### config.mk
export PLATFORM = sky130hd
export DESIGN_NAME = mem_responder
export DESIGN_NICKNAME = d
export VERILOG_FILES = /design/src/rtl/mem_responder.sv
export SDC_FILE = /design/constraint.sdc
export NUM_CORES = 2
export LEC_CHECK = 0
export CAP_MARGIN = 40
export CORE_AREA = 8 8 438 440
export DETAILED_ROUTE_END_ITERATION = 8
export DIE_AREA = 0 0 446 448
export DONT_BUFFER_PORTS = 1
export GPL_TIMING_DRIVEN = 0
export HOLD_SLACK_MARGIN = 0.15
export REMOVE_ABC_BUFFERS = 1
export SYNTH_ARGS = -nofsm -noshare
export SYNTH_HDL_FRONTEND = slang
export SYNTH_SLANG_ARGS = --single-unit
### constraint.sdc
create_clock -name CLK -period 3.8 [get_ports CLK]
set_clock_uncertainty 0.15 [all_clocks]
set_input_delay 0.19 -clock CLK [delete_from_list [all_inputs] [get_ports CLK]]
set_output_delay 0.19 -clock CLK [all_outputs]
set_load 0.05 [all_outputs]
### src/rtl/mem_responder.sv
// mem_responder: memory-side responder holding MAR/MBR and a DEPTH x 8 RAM.
// A req in IDLE snapshots MAR/MBR/rnw, waits LAT cycles in BUSY, performs the
// access, then pulses MFC for one cycle in DONE before returning to IDLE.
module mem_responder #(
    parameter int LAT   = 2,
    parameter int DEPTH = 256
) (
    input  logic       CLK,
    input  logic       RST,
    input  logic [7:0] bus_in,
    input  logic       MAR_in,
    input  logic       MBR_in,
    input  logic       MBR_out,
    output logic [7:0] bus_out,
    input  logic       req,
    input  logic       rnw,
    output logic       MFC,
    output logic       busy,
    input  logic       prog_we,
    input  logic [7:0] prog_addr,
    input  logic [7:0] prog_data
);

    typedef enum logic [1:0] {IDLE, BUSY, DONE} state_t;

    localparam logic [3:0] CNT_INIT = 4'(LAT - 1);

    state_t     state;
    state_t     state_nxt;
    logic [7:0] mar;
    logic [7:0] mbr;
    logic [7:0] addr_q;
    logic [7:0] wdata_q;
    logic       dir_q;
    logic [3:0] cnt;
    logic       accept;
    logic       finish;
    logic [7:0] ram [DEPTH];

    // State register; reset always lands in IDLE, aborting any transaction.
    always_ff @(posedge CLK) begin
        if (RST) state <= IDLE;
        else     state <= state_nxt;
    end

    // Next-state decode plus the MFC/busy status derived from the state.
    always_comb begin
        state_nxt = state;
        accept    = 1'b0;
        finish    = 1'b0;
        MFC       = 1'b0;
        busy      = 1'b1;
        case (state)
            IDLE: begin
                busy = 1'b0;
                if (req) begin
                    accept    = 1'b1;
                    state_nxt = BUSY;
                end
            end
            BUSY: begin
                if (cnt == 4'd0) begin
                    finish    = 1'b1;
                    state_nxt = DONE;
                end
            end
            DONE: begin
                MFC       = 1'b1;
                state_nxt = IDLE;
            end
            default: state_nxt = IDLE;
        endcase
    end

    // MAR/MBR loads (IDLE only), latency counter and read-data capture.
    always_ff @(posedge CLK) begin
        if (RST) begin
            mar <= 8'h00;
            mbr <= 8'h00;
            cnt <= 4'd0;
        end else begin
            if (state == IDLE) begin
                if (MAR_in) mar <= bus_in;
                if (MBR_in) mbr <= bus_in;
            end
            if (accept)
                cnt <= CNT_INIT;
            else if (state == BUSY && cnt != 4'd0)
                cnt <= cnt - 4'd1;
            if (finish && dir_q)
                mbr <= ram[addr_q];
        end
    end

    // Transaction snapshot; takes the pre-edge MAR/MBR even if they load now.
    always_ff @(posedge CLK) begin
        if (accept) begin
            addr_q  <= mar;
            dir_q   <= rnw;
            wdata_q <= mbr;
        end
    end

    // RAM write port: transaction writes, else back-door loads in quiet IDLE.
    always_ff @(posedge CLK) begin
        if (!RST) begin
            if (finish && !dir_q)
                ram[addr_q] <= wdata_q;
            else if (state == IDLE && !req && prog_we)
                ram[prog_addr] <= prog_data;
        end
    end

    assign bus_out = MBR_out ? mbr : 8'h00;

endmodule

==> flow_metrics.env <==
export IMPL_rows=158
export IMPL_cts_buffers=201
export IMPL_clk_latency_ns=0.85
export IMPL_grt_max_degree=149
export IMPL_hpwlAfterDp_um=131000
export IMPL_wire_per_inst_um=31.2
export IMPL_power_mw=51.5
export IMPL_async_flop_share=0
export IMPL_fmax_mhz=259
export IMPL_final_cells=6800
export IMPL_ios=42
export IMPL_cts_tree="yes"
export IMPL_core_area_sq_um=185000
export IMPL_vdd_drop_max_uv=517
export IMPL_yosysSeqAreaShare=0.758
export IMPL_vias=40800
export IMPL_max_cap_violations=0
export IMPL_track_usage=0.209
export IMPL_timing_worst_setup_path_type="reg -> reg"
export IMPL_die_h_um=448
export IMPL_slowest_delay_ns=0.90
export IMPL_die_area_sq_um=200000
export IMPL_cts_root_buf="clkbuf_16"
export IMPL_first_iter_violations=4484
export IMPL_slew_violations=0
export IMPL_end_kind="register"
export IMPL_status="complete, but fails checks"
export IMPL_dp_cells=6358
export IMPL_area_growth_pct=14.4
export IMPL_hold_viol=0
export IMPL_cp_arrival_ns=4.24
export IMPL_layout_setup_ws_ns=-0.0606
export IMPL_crit_fanout=25
export IMPL_synth_top_cell_area_share=0.751
export IMPL_postSynthCellCount=3957
export IMPL_wirelength_um=212000
export IMPL_start_kind="register"
export IMPL_cp_buffers_inverters=3
export IMPL_clock_path_buffers=3
export IMPL_nFillCells=14600
export IMPL_overflow=0
export IMPL_synth_common_cells="2065 x edfxtp_1, 495 x mux4_2, 317 x nor2_1, 156 x mux2i_1, 146 x nand2_1"
export IMPL_grt_pass1_vias=40900
export IMPL_first_pass_iters=5
export IMPL_yosys_warnings=0
export IMPL_antenna_found_initial=13
export IMPL_rsz0062_at_grt="true"
export IMPL_violations="setup timing"
export IMPL_synth_edf_count=2065
export IMPL_layout_min_cycle_time_ns=3.86
export IMPL_critical_path_cell_count=8
export IMPL_synth_area_sq_um=82600
export IMPL_r2r_slack_ns=-0.06
export IMPL_relSlewSlack=0.245
export IMPL_routed_via_density=6.00
export IMPL_wl_met3_um=13900
export IMPL_cp_required_ns=4.18
export IMPL_p_leak_nw=29.0
export IMPL_multiInputGateArea_sq_um=19100
export IMPL_gp_congestion=0.938
export IMPL_slowest_stage="o21ai_1"
export IMPL_avgSynthCellArea_sq_um=20.9
export IMPL_hold_depth=4
export IMPL_fin_area_sq_um=94400
export IMPL_period_share=1.02
export IMPL_floorplan_initialDensity=0.447
export IMPL_highest_layer="met4"
export IMPL_ys_seq_elements=2095
export IMPL_yosys_top_cells_area="edfxtp_1 75%, mux4_2 14%, mux2i_1 1.9%"
export IMPL_setup_violations=73
export IMPL_portBuffers=0
export IMPL_drive_gt1_frac=0.284
export IMPL_synth_main_ff_cell="edfxtp_1"
export IMPL_clk_pin_slew_ns=0.06
export IMPL_pre_cts_ws_ns=-1.18
export IMPL_nNetsFinal=4181
export IMPL_ant_nets=0
export IMPL_crit_family="simple AND/OR/NAND/NOR gates"
export IMPL_yosysMostFrequentCell="edfxtp_1"
export IMPL_cts_sinks=2095
export IMPL_hold_class="in -> reg"
export IMPL_place_area_sq_um=86600
export IMPL_met2_length_um=103000
export IMPL_htreeDepth=4
export IMPL_die_w_um=446
export IMPL_synth_distinct_cells=75
export IMPL_drc=0
export IMPL_regArea_sq_um=62600
export IMPL_worstPathCellList="nor2_1 > buf_4 > and3_2 > buf_12 > o21ai_1 > nand2_4 > nor2_1 > buf_4"
export IMPL_reg2reg_depth=8
export IMPL_met1_length_um=85900
export IMPL_p_per_area_nw_per_um2=545
export IMPL_tightest_slew_ns=1.13
export IMPL_synth_top_area_cell="edfxtp_1"
export IMPL_grt_first_pass_wirelength_um=302000
-- path summary, 6_finish.rpt --
path                              startpoint    endpoint
worst max-delay path                state[0]  ram[17][7]
worst min-delay path            prog_addr[6]  ram[80][6]
worst max register to register      state[0]  ram[17][7]
worst min register to register        mar[3]   addr_q[3]
-- tightest hold or removal path, stage by stage --
cell	delay, ns
nand3b_1	0.08
o21ai_1	0.25
nand2_4	0.34
nor2_1	0.13
-- through the flow --
step	hold WS (ns)	util	TNS (ns)
6_report	0.195	0.511	-1.52
5_1_grt	0.158	0.511	-24.94
4_1_cts	0.157	0.509	-0.558
3_5_place_dp	0.128	0.469	-260.22
3_3_place_gp	0.125	0.455	-
2_1_floorplan	0.109	-	-777.42
-- report_power, final --
group | switching (mW) | internal, mW
Combinational | 3.74 | 2.17
Sequential | 0.158 | 26.1
Clock | 8.53 | 10.7
Total | 12.4 | 39.1
-- flip-flops by register name, indices dropped and copies added, names as in the netlist, named ones only --
signal / cells
ram: 2048
addr_q: 8
mar: 8
mbr: 8
wdata_q: 8
cnt: 4
state: 2
dir_q: 1
-- cell families after synthesis --
kind of cell	share of synthesized area
muxes	0.164
adders and majority gates	0.000303
AOI/OAI and AO/OA	0.0214
xor gates and xnor gates	0.000212
DFF	0.758
and+or+nand+nor	0.0357
buffers and inverters	0.0198
-- routing by layer --
metal,vias to the layer above,track usage
met1,21800,0.284
li1,16800,-
met4,0,0.0826
met2,1716,0.337
met3,450,0.0386
met5,-,0
-- cell usage in the layout, fill, tap and decap left out, types with 52 or more instances in the layout --
master and count:
edfxtp_1 2065, nor2_2 173, clkbuf_16 208, nand2_1 133, buf_16 59, mux2i_1 156
nor2_1 140, dlygate4sd3_1 52, mux4_2 495, buf_4 75
-- cell type report --
type	instances	share of cell area
antenna	13	0.000344
clock buffer	249	0.0563
clock inverter	114	0.0103
inverter	15	0.000729
multi-input combinational	1617	0.202
sequential	2095	0.663
tap	2480	0.0329
timing repair buffer	217	0.0340
-- repair_timing --
item	in CTS	in global routing
hold buffers	50	2
hold endpoints to repair	1296	18
setup endpoints to repair	1515	587
pin swaps	0	3
setup buffers	5	2
cloned	2	3
gates resized for setup	171	63
No activity file was read; power rests on OpenSTA's default activity.
